==> src/rtl/spi_reg_ctrl_if.sv <==
// Byte-level link between the SPI slave shifter and the register controller.
// The SPI slave (master modport) delivers received bytes; the controller
// (slave modport) returns the byte to shift out in the next slot.
interface spi_reg_ctrl_if;
    logic       cs_sync;
    logic       rx_valid;
    logic [7:0] rx_data;
    logic [7:0] tx_data;

    modport master (
        output cs_sync,
        output rx_valid,
        output rx_data,
        input  tx_data
    );

    modport slave (
        input  cs_sync,
        input  rx_valid,
        input  rx_data,
        output tx_data
    );
endinterface

==> src/rtl/spi_reg_ctrl.sv <==
// Command sequencer and register bank behind the SPI slave byte link.
// Each chip-select frame carries one command byte (R/W, INC, address)
// followed by burst data bytes written to or read from the register bank.
module spi_reg_ctrl #(
    parameter int unsigned REGS = 16
) (
    input  logic                clk,
    input  logic                ar,
    spi_reg_ctrl_if.slave       bus,
    output logic [8*REGS-1:0]   regs_flat,
    output logic                wr_pulse,
    output logic [5:0]          wr_addr,
    output logic                busy
);

    localparam int unsigned AW      = $clog2(REGS);
    localparam logic [6:0]  RegsLim = 7'(REGS);

    typedef enum logic [1:0] {StIdle, StCmd, StWrite, StRead} state_e;

    state_e                     state_q, state_d;
    logic [5:0]                 addr_q, addr_d;
    logic                       inc_q, inc_d;
    logic                       err_q, err_d;
    logic [3:0]                 fcnt_q, fcnt_d;
    logic [REGS-1:0][7:0]       regs_q, regs_d;
    logic [7:0]                 tx_q, tx_d;
    logic                       wr_pulse_q, wr_pulse_d;
    logic [5:0]                 wr_addr_q, wr_addr_d;
    logic                       rd_load;

    function automatic logic in_range(input logic [5:0] a);
        return {1'b0, a} < RegsLim;
    endfunction

    // State register and all registered outputs.
    always_ff @(posedge clk) begin
        if (ar) begin
            state_q    <= StIdle;
            addr_q     <= '0;
            inc_q      <= 1'b0;
            err_q      <= 1'b0;
            fcnt_q     <= '0;
            regs_q     <= '0;
            tx_q       <= '0;
            wr_pulse_q <= 1'b0;
            wr_addr_q  <= '0;
        end else begin
            state_q    <= state_d;
            addr_q     <= addr_d;
            inc_q      <= inc_d;
            err_q      <= err_d;
            fcnt_q     <= fcnt_d;
            regs_q     <= regs_d;
            tx_q       <= tx_d;
            wr_pulse_q <= wr_pulse_d;
            wr_addr_q  <= wr_addr_d;
        end
    end

    // Next-state, register-bank update and next tx byte.
    always_comb begin
        state_d    = state_q;
        addr_d     = addr_q;
        inc_d      = inc_q;
        err_d      = err_q;
        fcnt_d     = fcnt_q;
        regs_d     = regs_q;
        wr_pulse_d = 1'b0;
        wr_addr_d  = wr_addr_q;
        rd_load    = 1'b0;
        tx_d       = 8'h00;

        if (bus.cs_sync) begin
            // Frame end wins over a coincident rx_valid; frame context is dropped.
            state_d = StIdle;
            addr_d  = '0;
            inc_d   = 1'b0;
        end else begin
            unique case (state_q)
                StIdle: state_d = StCmd;
                StCmd: begin
                    if (bus.rx_valid) begin
                        addr_d = bus.rx_data[5:0];
                        inc_d  = bus.rx_data[6];
                        fcnt_d = fcnt_q + 4'd1;
                        if (bus.rx_data[7]) begin
                            state_d = StRead;
                            rd_load = 1'b1;
                        end else begin
                            state_d = StWrite;
                        end
                    end
                end
                StWrite: begin
                    if (bus.rx_valid) begin
                        if (in_range(addr_q)) begin
                            regs_d[addr_q[AW-1:0]] = bus.rx_data;
                            wr_pulse_d             = 1'b1;
                            wr_addr_d              = addr_q;
                        end else begin
                            err_d = 1'b1;
                        end
                        if (inc_q) addr_d = addr_q + 6'd1;
                    end
                end
                StRead: begin
                    if (bus.rx_valid) begin
                        rd_load = 1'b1;
                        if (inc_q) addr_d = addr_q + 6'd1;
                    end
                end
                default: state_d = StIdle;
            endcase
        end

        // A read slot is fetched whenever the tx byte is (re)loaded in READ.
        if (rd_load && !in_range(addr_d)) err_d = 1'b1;

        unique case (state_d)
            StIdle, StCmd: tx_d = {err_d, 3'b000, fcnt_d};
            StRead:        tx_d = in_range(addr_d) ? regs_q[addr_d[AW-1:0]] : 8'h00;
            default:       tx_d = 8'h00;
        endcase
    end

    assign bus.tx_data = tx_q;
    assign regs_flat   = regs_q;
    assign wr_pulse    = wr_pulse_q;
    assign wr_addr     = wr_addr_q;
    assign busy        = (state_q != StIdle);

endmodule

==> src/flat_wrapper.sv <==
// flat-port wrapper written by rule: the top's interface ports become plain ports
module spi_reg_ctrl_flat 
#(
    parameter int unsigned REGS = 16
)
  (clk, ar, regs_flat, wr_pulse, wr_addr, busy, bus_cs_sync, bus_rx_valid, bus_rx_data, bus_tx_data);
  spi_reg_ctrl_if bus_i ();
  input  logic clk;
  input  logic ar;
  output logic [8*REGS-1:0] regs_flat;
  output logic wr_pulse;
  output logic [5:0] wr_addr;
  output logic busy;
  input wire logic [$bits(bus_i.cs_sync)-1:0] bus_cs_sync;
  input wire logic [$bits(bus_i.rx_valid)-1:0] bus_rx_valid;
  input wire logic [$bits(bus_i.rx_data)-1:0] bus_rx_data;
  output wire logic [$bits(bus_i.tx_data)-1:0] bus_tx_data;
  assign bus_i.cs_sync = bus_cs_sync;
  assign bus_i.rx_valid = bus_rx_valid;
  assign bus_i.rx_data = bus_rx_data;
  assign bus_tx_data = bus_i.tx_data;
  spi_reg_ctrl #(.REGS(REGS)) u_core (.clk(clk), .ar(ar), .bus(bus_i), .regs_flat(regs_flat), .wr_pulse(wr_pulse), .wr_addr(wr_addr), .busy(busy));
endmodule
==> config.mk <==
export PLATFORM = sky130hd
export DESIGN_NAME = spi_reg_ctrl_flat
export DESIGN_NICKNAME = d
export VERILOG_FILES = /design/src/rtl/spi_reg_ctrl_if.sv /design/src/rtl/spi_reg_ctrl.sv /design/src/flat_wrapper.sv
export SDC_FILE = /design/constraint.sdc
export NUM_CORES = 1
export LEC_CHECK = 0
export ABC_AREA = 1
export CAP_MARGIN = 40
export CORE_UTILIZATION = 51
export DETAILED_ROUTE_END_ITERATION = 10
export GPL_TIMING_DRIVEN = 0
export PLACE_DENSITY = 0.8
export RECOVER_POWER = 25
export SYNTH_ARGS = -nofsm -noshare
export SYNTH_HDL_FRONTEND = slang
export SYNTH_SLANG_ARGS = --single-unit
export TNS_END_PERCENT = 30
==> constraint.sdc <==
create_clock -name clk -period 2.3 [get_ports clk]
set_clock_uncertainty 0.05 [all_clocks]
set_input_delay 0.345 -clock clk [delete_from_list [all_inputs] [get_ports clk]]
set_output_delay 0.345 -clock clk [all_outputs]
set_load 0.02 [all_outputs]
======== Word level (Yosys, flattened, before mapping) ========
Index checks and enable logic that the tools add are counted.
storage, ports and cells
  flip-flop bits (word level) ............. 157
  latch bits .............................. 0
  RAM bits ................................ 0
  ROM bits ................................ 0
  input port bits ......................... 12
  output and inout bits ................... 144
  word-level logic and storage cells ...... 81
  memories ................................ 0
cells by class
  add/subtract/negate cells ............... 2
  multiply operators ...................... 0
  div/mod/pow operators ................... 0
  magnitude comparators ................... 5
  equal/unequal tests ..................... 5
  shifts and indexed selects .............. 0
  muxes and demuxes ....................... 30
  bitwise operators ....................... 3
  reduce and logical (&&, ||, !) cells .... 12
operators by type and width
  operator             count
  $bwmux 128           1
  $bmux 8 s4           1
  $demux 8 s4          1
  $mux 6               4
  $mux 8               3
  $pmux 8 s2           1
  $lt 6x5->1 const B   2
  $mux 4               3
  $pmux 6 s2           1
  $mux 1               11
  $lt 4x5->1 const B   2
  $add 6x1->6 const B  1
  $eq 2x2->1 const B   3
  $reduce_or 2->1      3
  $add 4x1->4 const B  1
  $eq 2x1->1 const B   2
  $ge 4x1->1 const B   1
  $logic_not 2->1      2
  $mux 2               2
  $pmux 2 s2           1
  $reduce_and 4->1     1
  $reduce_or 4->1      1
  $not 1->1            3
  $logic_and 1x1->1    2
  4 further kinds      4

======== Longest topological paths before layout ========
Gate-level depths: netlist (run 1).
  depth after elaboration ................. 10
  mapped depth ............................ 15

======== Worst setup path before layout (run 1) ========
No wires, ideal clock.
  kind .................................... reg-to-reg
  start ................................... reg u_core.addr_q[0]
  end ..................................... reg u_core.tx_q[1], in the netlist u_core.bus.tx_data[1]
  setup time .............................. 0.139 ns
  arrival ................................. 1.756 ns
  path slack .............................. 0.355 ns
  cell stages (with the launch flop) ...... 14
  path buffers ............................ 1
  cell sequence ........................... dfxtp_1 > inv_1 > ha_1 > nand2_1 > nand2_1 > nor2_1 > nor2_2 > inv_2 > clkbuf_1 > nand3_1 > nand3_1 > nand3_1 > nand3_1 > a21oi_1
on the way
  cells in the longest elaborated chain, start to end .. 9
ends and longest elaborated chain
  item                          line                                      source
  from (decl)                   spi_reg_ctrl.sv:22                        logic [5:0] addr_q, addr_d;
  from (signal assigned)        spi_reg_ctrl.sv:50                        addr_q <= addr_d;
  $add 6x1->6                   spi_reg_ctrl.sv:104, spi_reg_ctrl.sv:110
  $mux 6                        spi_reg_ctrl.sv:104, spi_reg_ctrl.sv:110
  $mux 6                        spi_reg_ctrl.sv:108                       if (bus.rx_valid) begin
  $pmux 6 s2 *                  spi_reg_ctrl.sv:80                        unique case (state_q)
  $mux 6 *                      spi_reg_ctrl.sv:74                        if (bus.cs_sync) begin
  $bmux 8 s4                    spi_reg_ctrl.sv:122                       StRead: tx_d = in_range(addr_d) ? regs_q[addr_d[AW-1:0]] : 8'h00;
  $mux 8 (implied by the code)  spi_reg_ctrl.sv:122
  $mux 8 *                      spi_reg_ctrl.sv:122
  $pmux 8 s2 *                  spi_reg_ctrl.sv:120                       unique case (state_d)
  to (signal assigned)          spi_reg_ctrl.sv:55                        tx_q <= tx_d;
  to (decl)                     spi_reg_ctrl.sv:27                        logic [7:0] tx_q, tx_d;
Every way passes the cells marked *; elsewhere a longest branch is shown, timed or not. The select of a mux whose other input is x is not followed.
A chain may end at the register's enable or synchronous reset.

======== Final worst setup path (run 1) ========
  start ................................... reg u_core.state_q[0]
  end ..................................... reg u_core.tx_q[6], in the netlist u_core.bus.tx_data[6]
on the way
  cells in the longest elaborated chain, start to end .. 8
ends and longest elaborated chain
  item                              line                 source
  from (decl)                       spi_reg_ctrl.sv:21   state_e state_q, state_d;
  from (signal assigned)            spi_reg_ctrl.sv:39   state_q <= StIdle;
  from (signal assigned)            spi_reg_ctrl.sv:49   state_q <= state_d;
  $eq 2x2->1                        spi_reg_ctrl.sv:80
  $reduce_or 2->1 (no source line)  n/a
  $pmux 6 s2                        spi_reg_ctrl.sv:80
  $mux 6                            spi_reg_ctrl.sv:74
  $bmux 8 s4                        spi_reg_ctrl.sv:122
  $mux 8 (implied by the code)      spi_reg_ctrl.sv:122
  $mux 8                            spi_reg_ctrl.sv:122
  $pmux 8 s2 *                      spi_reg_ctrl.sv:120
Marked as above.

==> flow_metrics.tcl, run 1 <==
set metrics [dict create \
    layout.cells.non_filler 1394 \
    reg2regPathDepth 10 \
    period_needed_ps 2270 \
    r2r_end "u_core.bus.tx_data[6]" \
    synth_warnings 0 \
    drt-initial-drc-count 1234 \
    setup_viol 0 \
    die_y_um 121 \
    place_ws_ps -681 \
    cp-start-kind "register" \
    syn_avg_cell_area_sq_um 7.06 \
    syn_nets 1041 \
    slowest_delay_ps 380 \
    netlist.area_leader.share_pct 43.5 \
    synth_top_cells_by_area "dfxtp_1 (43%), o21ai_0 (9.8%), a21oi_1 (7.4%), nand3_1 (7.2%), nor2_1 (7.2%)" \
    grt_pass1_vias 7473 \
    cts_tree "done" \
    netlist_area_sq_um 7230 \
    switching_share_pct 28.0 \
    comb_power_share_pct 9.5 \
    power_mw 5.93 \
    drive_above_1_share_pct 10.1 \
    wirelength_mm 28.0 \
    startpoint "u_core.state_q[0]" \
    clkSlewWorstSetupHoldPaths_ps 60 \
    maxSlewHeadroom_pct 47.0 \
    seqPwrFrac_pct 46.2 \
    hold_start "bus_cs_sync" \
    vias_per_cell 6.00 \
    grt_pass1_wl_mm 41.7 \
    die-area_sq_um 14700 \
    ys_seq_area_share_pct 43.5 \
    die_w_um 121 \
    crit_path_cell_trace "nor2_2 -> a21oi_4 -> nand3_2 -> buf_4 -> clkbuf_4 -> a21oi_1 -> o21ai_1 -> nand3_1 -> nand3_1 -> a21oi_1" \
    p_leak_nw 3.57 \
    cts_root_buf "clkbuf_16" \
    numPortBuffers 152 \
    insertion_delay_ps 450 \
    grt_max_degree 17 \
    synth_edf_count 0 \
    routedWlPerCell_um 20.1 \
    clock_power_share_pct 44.3 \
    drv_slew 0 \
    synth_cell_type_count 29 \
    tightest_slew_ps 795 \
    cp_slowest_cell "dfxtp_4" \
    critPathMaxFanout 10 \
    critPathArrivalTime_ps 2570 \
    start_util_pct 52.1 \
    status "completed" \
    crit_type "register to register" \
    rows 43 \
    dp_hpwl_mm 19.6 \
    p_int_mw 4.27 \
    r2r_start "u_core.state_q[0]" \
    yosys_most_used_dff "dfxtp_1" \
    vias 8360 \
    overflow 0 \
    hp-class "input pin to register" \
    min_to "u_core.inc_q" \
    p_per_area_nw_per_um2 610 \
    hold_viol 0 \
    gp_congestion 1.02 \
    area_growth_syn_to_layout_pct 34.5 \
    power_switching_mw 1.66 \
    nets 1217 \
    crit_path_end_kind "register" \
    drc 0 \
    grt.total_usage_pct 38.5 \
    fmax_ghz 0.440 \
    rsz0062_at_grt "yes" \
    ant_nets 0 \
    synthCells 1024 \
    placedCellCount 1356 \
    setup_ws_ps 28.9 \
    ys_ff_latch 157 \
    antenna_found_initial 1 \
    cts.sinks 157 \
    rrSetupSlack_ps 30 \
    htreeDepth 4 \
    maxCapViolCount 0 \
    core_area_sq_um 13900 \
    yosysTopAreaCell "dfxtp_1" \
    max-clock-path-buffers 2 \
    dr.pass1.iters 5 \
    numCtsBuffers 17 \
    period_share_pct 98.7 \
    peakVddDrop_mv 0.538 \
    crit_family "compound AO/OA/AOI/OAI gates" \
    worst-path-buf-inv 2 \
    boundaryPins 156 \
    required_ps 2600 \
    async_flop_share_pct 0 \
    whs_path_depth 2 \
]
layer usage:
layer	global-route usage (%)	wire [um]	part of all wire [%]
met1	50.2	10900	39
met2	57.4	12200	43
met3	9.63	3440	12
met4	22.2	1470	5.2
met5	0	0	0
repair_timing:
action	4_1_cts	5_1_grt
hold buffers	0	0
resized for setup	15	54
setup buffers	2	3
pin swaps	1	8
endpoints found under the setup margin	29	100
area by class of cell:
type / instances / area [sq um]
multi-input cells: 685 / 3460
clock buffers: 17 / 425
fillers: 1159 / 4150
diodes: 1 / 2.50
inverters: 118 / 449
clock inverters: 15 / 118
flip-flops and latches: 157 / 3150
repair buffers: 157 / 1560
plain buffers: 64 / 335
well taps: 180 / 225
power groups by stage:
stage | registers (mW) | logic [mW] | clock network (mW)
final | 2.74 | 0.563 | 2.63
after global routing | 2.74 | 0.588 | 2.74
after detailed placement | 2.80 | 0.497 | 0
after floorplan | 2.80 | 0.300 | 0
after CTS | 2.74 | 0.512 | 2.62
after global placement | 2.80 | 0.492 | 0
layout by cell type, fill, tap and decap left out, types with 5 or more instances in the layout:
cell             count
dfxtp_1            154
clkbuf_16           17
clkdlybuf4s50_1    149
nand4_1             41
nor2_4              15
clkbuf_1            34
o211ai_1            10
nand3_1            102
nor2_1             132
clkinv_4             5
buf_2                6
clkbuf_2             8
a21oi_1            107
nor2_2               5
o21ai_0            142
o21ai_1              7
buf_4               13
inv_1               97
inv_2               17
ha_1                 5
nand2_1             96
clkinvlp_4           6
state kept, by name, summed over array words and instances (netlist names):
register and flops:
u_core.regs_flat 128, u_core.bus.tx_data 8, u_core.addr_q 6, u_core.wr_addr 6, u_core.fcnt_q 4, u_core.state_q 2
u_core.err_q 1, u_core.inc_q 1, u_core.wr_pulse 1
cells in the mapped netlist (5+ instances only):
cell / number
nand4_1: 41
a21oi_1: 107
clkbuf_1: 45
buf_2: 11
nand3_1: 104
o21ai_0: 142
o211ai_1: 10
o21ai_1: 7
nor2_4: 9
inv_1: 99
nor2_1: 138
nand2_1: 100
dfxtp_1: 157
nor2_2: 5
ha_1: 5
buf_4: 8
inv_2: 16
per-stage QoR:
stage / cell area (sq um) / setup TNS [ps] / utilization, % / hold WS, ps
6_report: 9730 / 0 / 70.1 / 187
5_1_grt: 9730 / -61.4 / 70.1 / 224
4_1_cts: 9580 / -292 / 69.0 / 187
3_5_place_dp: 8980 / -7610 / 64.7 / 387
3_3_place_gp: 8980 / -6140 / 64.7 / 382
2_1_floorplan: 7230 / 0 / - / 364
worst max-delay path by stage:
stage / endpoint / slack (ps) / cells past startpoint
6_report: u_core.bus.tx_data[6] / 30 / 10
5_1_grt: u_core.regs_flat[110] / -40 / 9
4_1_cts: u_core.regs_flat[110] / -60 / 9
3_5_place_dp: u_core.bus.tx_data[3] / -680 / 12
3_3_place_gp: u_core.bus.tx_data[1] / -640 / 12
2_1_floorplan: u_core.bus.tx_data[1] / 360 / 13
cell families after synthesis:
logic type | count (synthesis) | synth area share [%]
simple gates | 407 | 26.0
compound gates | 270 | 19.3
buf+inv | 182 | 10.1
flops | 157 | 43.5
fa+ha+maj | 5 | 0.865
xor+xnor | 3 | 0.363
(Power assumes the default switching activity.)
==> run 2, diff against run 1 <==
Settings changed: CORE_ASPECT_RATIO from default to 0.5.
==> run 2 against run 1 <==
Effect of this change: largest cell class unchanged; the run now ends with DRC left; fmax down 0.90%; sequential power barely moved; combinational power grew 3%; flip-flop and latch count unchanged.
==> flow_metrics.tcl, run 2 (synthesis results as in run 1) <==
set metrics [dict create \
    drv_slew 0 \
    fin_setup_tns_ps 0 \
    fin_area_sq_um 9790 \
    area_growth_syn_to_layout_pct 35.3 \
    maxSlewHeadroom_pct 36.2 \
    whs_ps 218 \
    hp-class "input pin to register" \
    numCtsBuffers 17 \
    p_int_mw 4.40 \
    layout.cells.non_filler 1407 \
    clkSlewWorstSetupHoldPaths_ps 60 \
    place_ws_ps -652 \
    hold_viol 0 \
    gp_congestion 0.994 \
    drt-initial-drc-count 1218 \
    dp_hpwl_mm 20.5 \
    vias 8419 \
    use_met2_pct 58.5 \
    p_per_area_nw_per_um2 622 \
    cts.sinks 157 \
    worst-path-buf-inv 3 \
    tightest_slew_ps 957 \
    die_w_um 170 \
    die-area_sq_um 14700 \
    die_y_um 86.2 \
    seqPwrFrac_pct 45.0 \
    peakVddDrop_mv 0.467 \
    max-clock-path-buffers 2 \
    placedCellCount 1368 \
    power_switching_mw 1.69 \
    critPathMaxFanout 10 \
    post-route-util_pct 71.4 \
    numPortBuffers 152 \
    wirelength_mm 28.6 \
    insertion_delay_ps 430 \
    diodes 0 \
    required_ps 2600 \
    comb_power_share_pct 9.6 \
    largest_register_ffs 128 \
    crit_family "simple AND/OR/NAND/NOR gates" \
    critPathArrivalTime_ps 2590 \
    crit_path_end_kind "register" \
    gr-usage-met3_pct 12.5 \
    routedWlPerCell_um 20.3 \
    clock_power_share_pct 45.4 \
    fmax_ghz 0.436 \
    htreeDepth 4 \
    switching_share_pct 27.7 \
    period_share_pct 99.6 \
    status "complete, but fails checks" \
    core_area_sq_um 13700 \
    r2r_start "u_core.state_q[0]" \
    p_leak_nw 3.62 \
    grt-busiest-layer "met2" \
    grt_pass1_vias 7433 \
    slowest_delay_ps 690 \
    setup_viol 0 \
    startpoint "bus_rx_data[7]" \
    ant_nets 0 \
    crit_path_cell_trace "clkbuf_1 -> nor3_1 -> nor3_1 -> inv_1 -> nor2_1 -> inv_1 -> nor2_2 -> nand3_1 -> a21oi_1" \
    cts_tree "done" \
    rsz0062_at_grt "yes" \
    grt_max_degree 17 \
    drive_above_1_share_pct 10.9 \
    power_mw 6.08 \
    period_needed_ps 2290 \
    start_util_pct 52.8 \
    violations "DRC" \
    hold_start "bus_cs_sync" \
    vias_per_cell 5.98 \
    crit_type "input pin to register" \
    grt.total_usage_pct 38.1 \
    final_common_cell "dfxtp_1" \
    maxCapViolCount 0 \
    use_met1_pct 50.4 \
    boundaryPins 156 \
    fillCellCount 1128 \
    antenna_found_initial 0 \
    drc 1 \
    cts_root_buf "clkbuf_16" \
    dr.pass1.iters 11 \
    nets 1219 \
    final_cell_mix "dfxtp_1 (154), clkdlybuf4s50_1 (148), o21ai_0 (142), nor2_1 (133), a21oi_1 (107)" \
    grt_pass1_wl_mm 41.5 \
    cp_slowest_cell "clkbuf_1" \
    cp-start-kind "input pin" \
    setup_ws_ps 8.34 \
    place_area_sq_um 8990 \
    overflow 0 \
    rows 30 \
]
## run 2: changes by cell type in the layout (fill, tap and decap cells not counted), moves of 3 or more
cell	before	now
nand3_1	102	95
clkbuf_2	8	11
clkinvlp_4	6	2
nand3_2	3	9
buf_4	13	16
## run 2: path summary, 6_finish.rpt
check,end,slack (ps),depth (start not counted)
hold reg to reg,u_core.wr_addr[5],400,2
setup reg to reg,u_core.bus.tx_data[4],40,11
hold / removal,u_core.inc_q,220,2
setup / recovery,u_core.bus.tx_data[2],8,9
## run 2: power by group through the flow
stage / clock, mW / sequential (mW) / combinational (mW)
finish: 2.76 / 2.74 / 0.581
global route: 2.85 / 2.74 / 0.603
CTS: 2.73 / 2.74 / 0.518
detailed placement: 0 / 2.80 / 0.505
global placement: 0 / 2.80 / 0.499
floorplan: 0 / 2.80 / 0.300
## run 2: layout make-up
cell class	instances	area (sq um)	area share (%)
Clock buffer	19	433	4.42
Inverter	118	449	4.59
Timing Repair Buffer	159	1570	16.0
Multi-Input combinational cell	685	3490	35.6
Tap cell	192	240	2.45
Buffer	64	327	3.34
Clock inverter	13	131	1.34
Sequential cell	157	3150	32.2
## run 2: worst reg2reg max path, cell delays in order, from the launching register on
cell and delay [ps]:
dfxtp_2 410, nor2_2 120, a21oi_4 340, nand3_4 160
inv_1 210, buf_2 280, a21oi_1 110, o21ai_0 110
nand3_1 150, nand3_1 100, nand2_1 50, nor2_1 100
## run 2: routing by layer
metal	wire length [um]	part of all wire, %
met3	4120	14
met1	11400	40
met2	12200	43
met4	946	3.3
met5	0	0
## run 2: what timing repair did
item / CTS / global route
buffers inserted: 0 / 7
hold buffers: 0 / 0
resized for setup: 21 / 56
endpoints found under the setup margin: 14 / 107
pin swaps: 0 / 7
endpoints found under the hold margin: 0 / 0
cloned: 0 / 0
==> run 3, diff against run 2 <==
Settings changed: ABC_AREA 1 to default, PLACE_DENSITY 0.8 to 0.81.
==> run 3 against run 2 <==
Effect of this change: the run ends with setup timing left; total power down 0.50%; fmax down 12%; die area down 3.4%; register-to-register slack worse by 340 ps; sequential power barely moved; utilization increased by 8.1 points; via count down 10%; critical path depth grew 2; clock power is 5% higher; largest cell class unchanged; highest routed layer unchanged.
==> flow_metrics.tcl, run 3 <==
set metrics [dict create \
    use_met2_pct 57.8 \
    grt_max_degree 19 \
    reg2regPathDepth 11 \
    start_util_pct 53.8 \
    synthCells 761 \
    synth_edf_count 0 \
    yosys_most_used_dff "dfxtp_1" \
    htreeDepth 4 \
    fmax_ghz 0.384 \
    fillCellCount 795 \
    dr.pass1.iters 7 \
    crit_type "register to register" \
    ys_seq_area_share_pct 45.0 \
    grt.total_usage_pct 38.6 \
    hold_buffers 0 \
    whs_path_depth 3 \
    critPathArrivalTime_ps 2870 \
    die-area_sq_um 14200 \
    routedWlPerCell_um 25.6 \
    period_share_pct 113 \
    final_cell_mix "nor2_1 (159), mux2i_1 (154), dfxtp_1 (151), clkdlybuf4s50_1 (146), nand2_1 (58)" \
    gp_congestion 0.989 \
    largest_register_ffs 128 \
    rrSetupSlack_ps -300 \
    gr-usage-met3_pct 8.58 \
    wirelength_mm 29.3 \
    syn_nets 778 \
    drv_slew 0 \
    min_to "u_core.regs_flat[113]" \
    drive_above_1_share_pct 17.7 \
    cp-start-kind "register" \
    p_leak_nw 4.66 \
    place_ws_ps -1120 \
    area_growth_syn_to_layout_pct 47.9 \
    grt_pass1_wl_mm 40.6 \
    yosys-top-cells-count "mux2i_1 (163), nor2_1 (162), dfxtp_1 (157), nand2_1 (59), clkbuf_1 (38)" \
    cts_root_buf "clkbuf_16" \
    insertion_delay_ps 430 \
    netlist_area_sq_um 6980 \
    yosysTopAreaCell "dfxtp_1" \
    diodes 0 \
    hold_viol 0 \
    r2r_start "u_core.addr_q[0]" \
    synth_warnings 0 \
    overflow 0 \
    core_area_sq_um 13000 \
    required_ps 2560 \
    rows 29 \
    setup_ws_ps -303 \
    ys_ff_latch 157 \
    grt-busiest-layer "met2" \
    final_common_cell "nor2_1" \
    vias_per_cell 6.61 \
    vias 7565 \
    numCtsBuffers 17 \
    async_flop_share_pct 0 \
    dp_hpwl_mm 18.3 \
    cts_tree "done" \
    r2r_end "u_core.bus.tx_data[6]" \
    whs_ps 304 \
    drc 0 \
    maxCapViolCount 0 \
    violations "setup timing" \
    max-clock-path-buffers 2 \
    setup_viol 29 \
    cts.sinks 157 \
    critPathMaxFanout 8 \
    nets 979 \
    tightest_slew_ps 794 \
    peakVddDrop_mv 0.578 \
    boundaryPins 156 \
    netlist.area_leader.share_pct 45.0 \
    numPortBuffers 147 \
    status "complete, but fails checks" \
    p_per_area_nw_per_um2 586 \
    drt-initial-drc-count 1100 \
    antenna_found_initial 0 \
    rsz0062_at_grt "yes" \
    synth_most_common_cell "mux2i_1" \
    hold_start "bus_rx_data[1]" \
    crit_path_end_kind "register" \
    synth_top_cells_by_area "dfxtp_1 (45%), mux2i_1 (23%), nor2_1 (8.7%), nand2_1 (3.2%), clkbuf_1 (2.0%)" \
    clkSlewWorstSetupHoldPaths_ps 80 \
    maxSlewHeadroom_pct 47.1 \
    fin_setup_tns_ps -2340 \
    use_met1_pct 53.9 \
    hp-class "input pin to register" \
    die_w_um 167 \
    die_y_um 84.8 \
    syn_avg_cell_area_sq_um 9.18 \
    grt_pass1_vias 6807 \
    ant_nets 0 \
    period_needed_ps 2600 \
    synth_cell_type_count 60 \
]
-- run 3: changes by cell type after synthesis, moves of 24 or more --
cell	change
inv_1	-94
nand2_1	-41
nor2_1	+24
nand4_1	-38
nand3_1	-81
a21oi_1	-81
mux2i_1	+163
o21ai_0	-140
-- run 3: cell type report --
type,instances,area (sq um),share of cell area (%)
buffer,59,415,4.02
clock buffer,18,439,4.25
timing repair buffer,184,1820,17.7
clock inverter,14,170,1.65
multi-input combinational,538,4090,39.6
tap,170,213,2.06
sequential,157,3160,30.6
inverter,5,21.3,0.206
-- run 3: logic make-up (layout without fill, tap and decap cells) --
| family | Yosys count | in the layout | synth area share, % |
|---|---|---|---|
| and+or+nand+nor | 278 | 278 | 17.1 |
| muxes | 165 | 165 | 23.8 |
| DFF | 157 | 157 | 45.0 |
| AOI/OAI and AO/OA | 87 | 87 | 8.83 |
| buffers and inverters | 66 | 280 | 3.98 |
| adders and majority gates | 5 | 5 | 0.896 |
| xor gates and xnor gates | 3 | 3 | 0.376 |
-- run 3: repair_timing --
item	CTS	global route
gates resized for setup	107	61
setup buffers	18	16
pin swaps	9	30
setup endpoints to repair	139	137
gates cloned	0	2
-- run 3: layer usage --
metal,vias up,wire length (um)
met4,0,1590
met5,-,0
met3,190,4100
met2,752,12200
li1,3059,-
met1,3564,11400
-- run 3: critical path, cell delays in order (launching register included) --
cell and delay [ps]:
dfxtp_4 400, ha_4 140, nand4_1 160, buf_4 210
o2bb2ai_4 180, o21a_1 280, buf_8 220, buf_12 160
mux2i_4 230, a221oi_2 100, o21ai_1 230, nand3_1 100
-- run 3: worst max-delay path by stage --
| stage | from | endpoint | slack [ps] | cells past startpoint |
|---|---|---|---|---|
| 2_1_floorplan | u_core.addr_q[0] | u_core.bus.tx_data[7] | -20 | 7 |
| 3_3_place_gp | bus_cs_sync | u_core.bus.tx_data[3] | -1250 | 7 |
| 3_5_place_dp | bus_rx_valid | u_core.bus.tx_data[3] | -1120 | 10 |
| 4_1_cts | u_core.addr_q[0] | u_core.bus.tx_data[7] | -220 | 7 |
| 5_1_grt | u_core.addr_q[0] | u_core.bus.tx_data[4] | -310 | 11 |
| 6_report | u_core.addr_q[0] | u_core.bus.tx_data[6] | -300 | 11 |
-- run 3: through the flow --
step                      total power [mW]  instances  cell area (sq um)  utilization [%]
after CTS                             5.94       1128               9920             76.4
after global routing                  6.16       1145              10300             79.5
after global placement                3.10       1078               8680             66.8
final                                 6.05       1145              10300             79.5
after detailed placement              3.10       1079               8690             66.9
after floorplan                       2.98        761               7000                -
-- run 3: where the power goes --
group	switching, mW	internal, mW
combinational	0.298	0.137
sequential	0.00883	2.72
clock	1.39	1.50
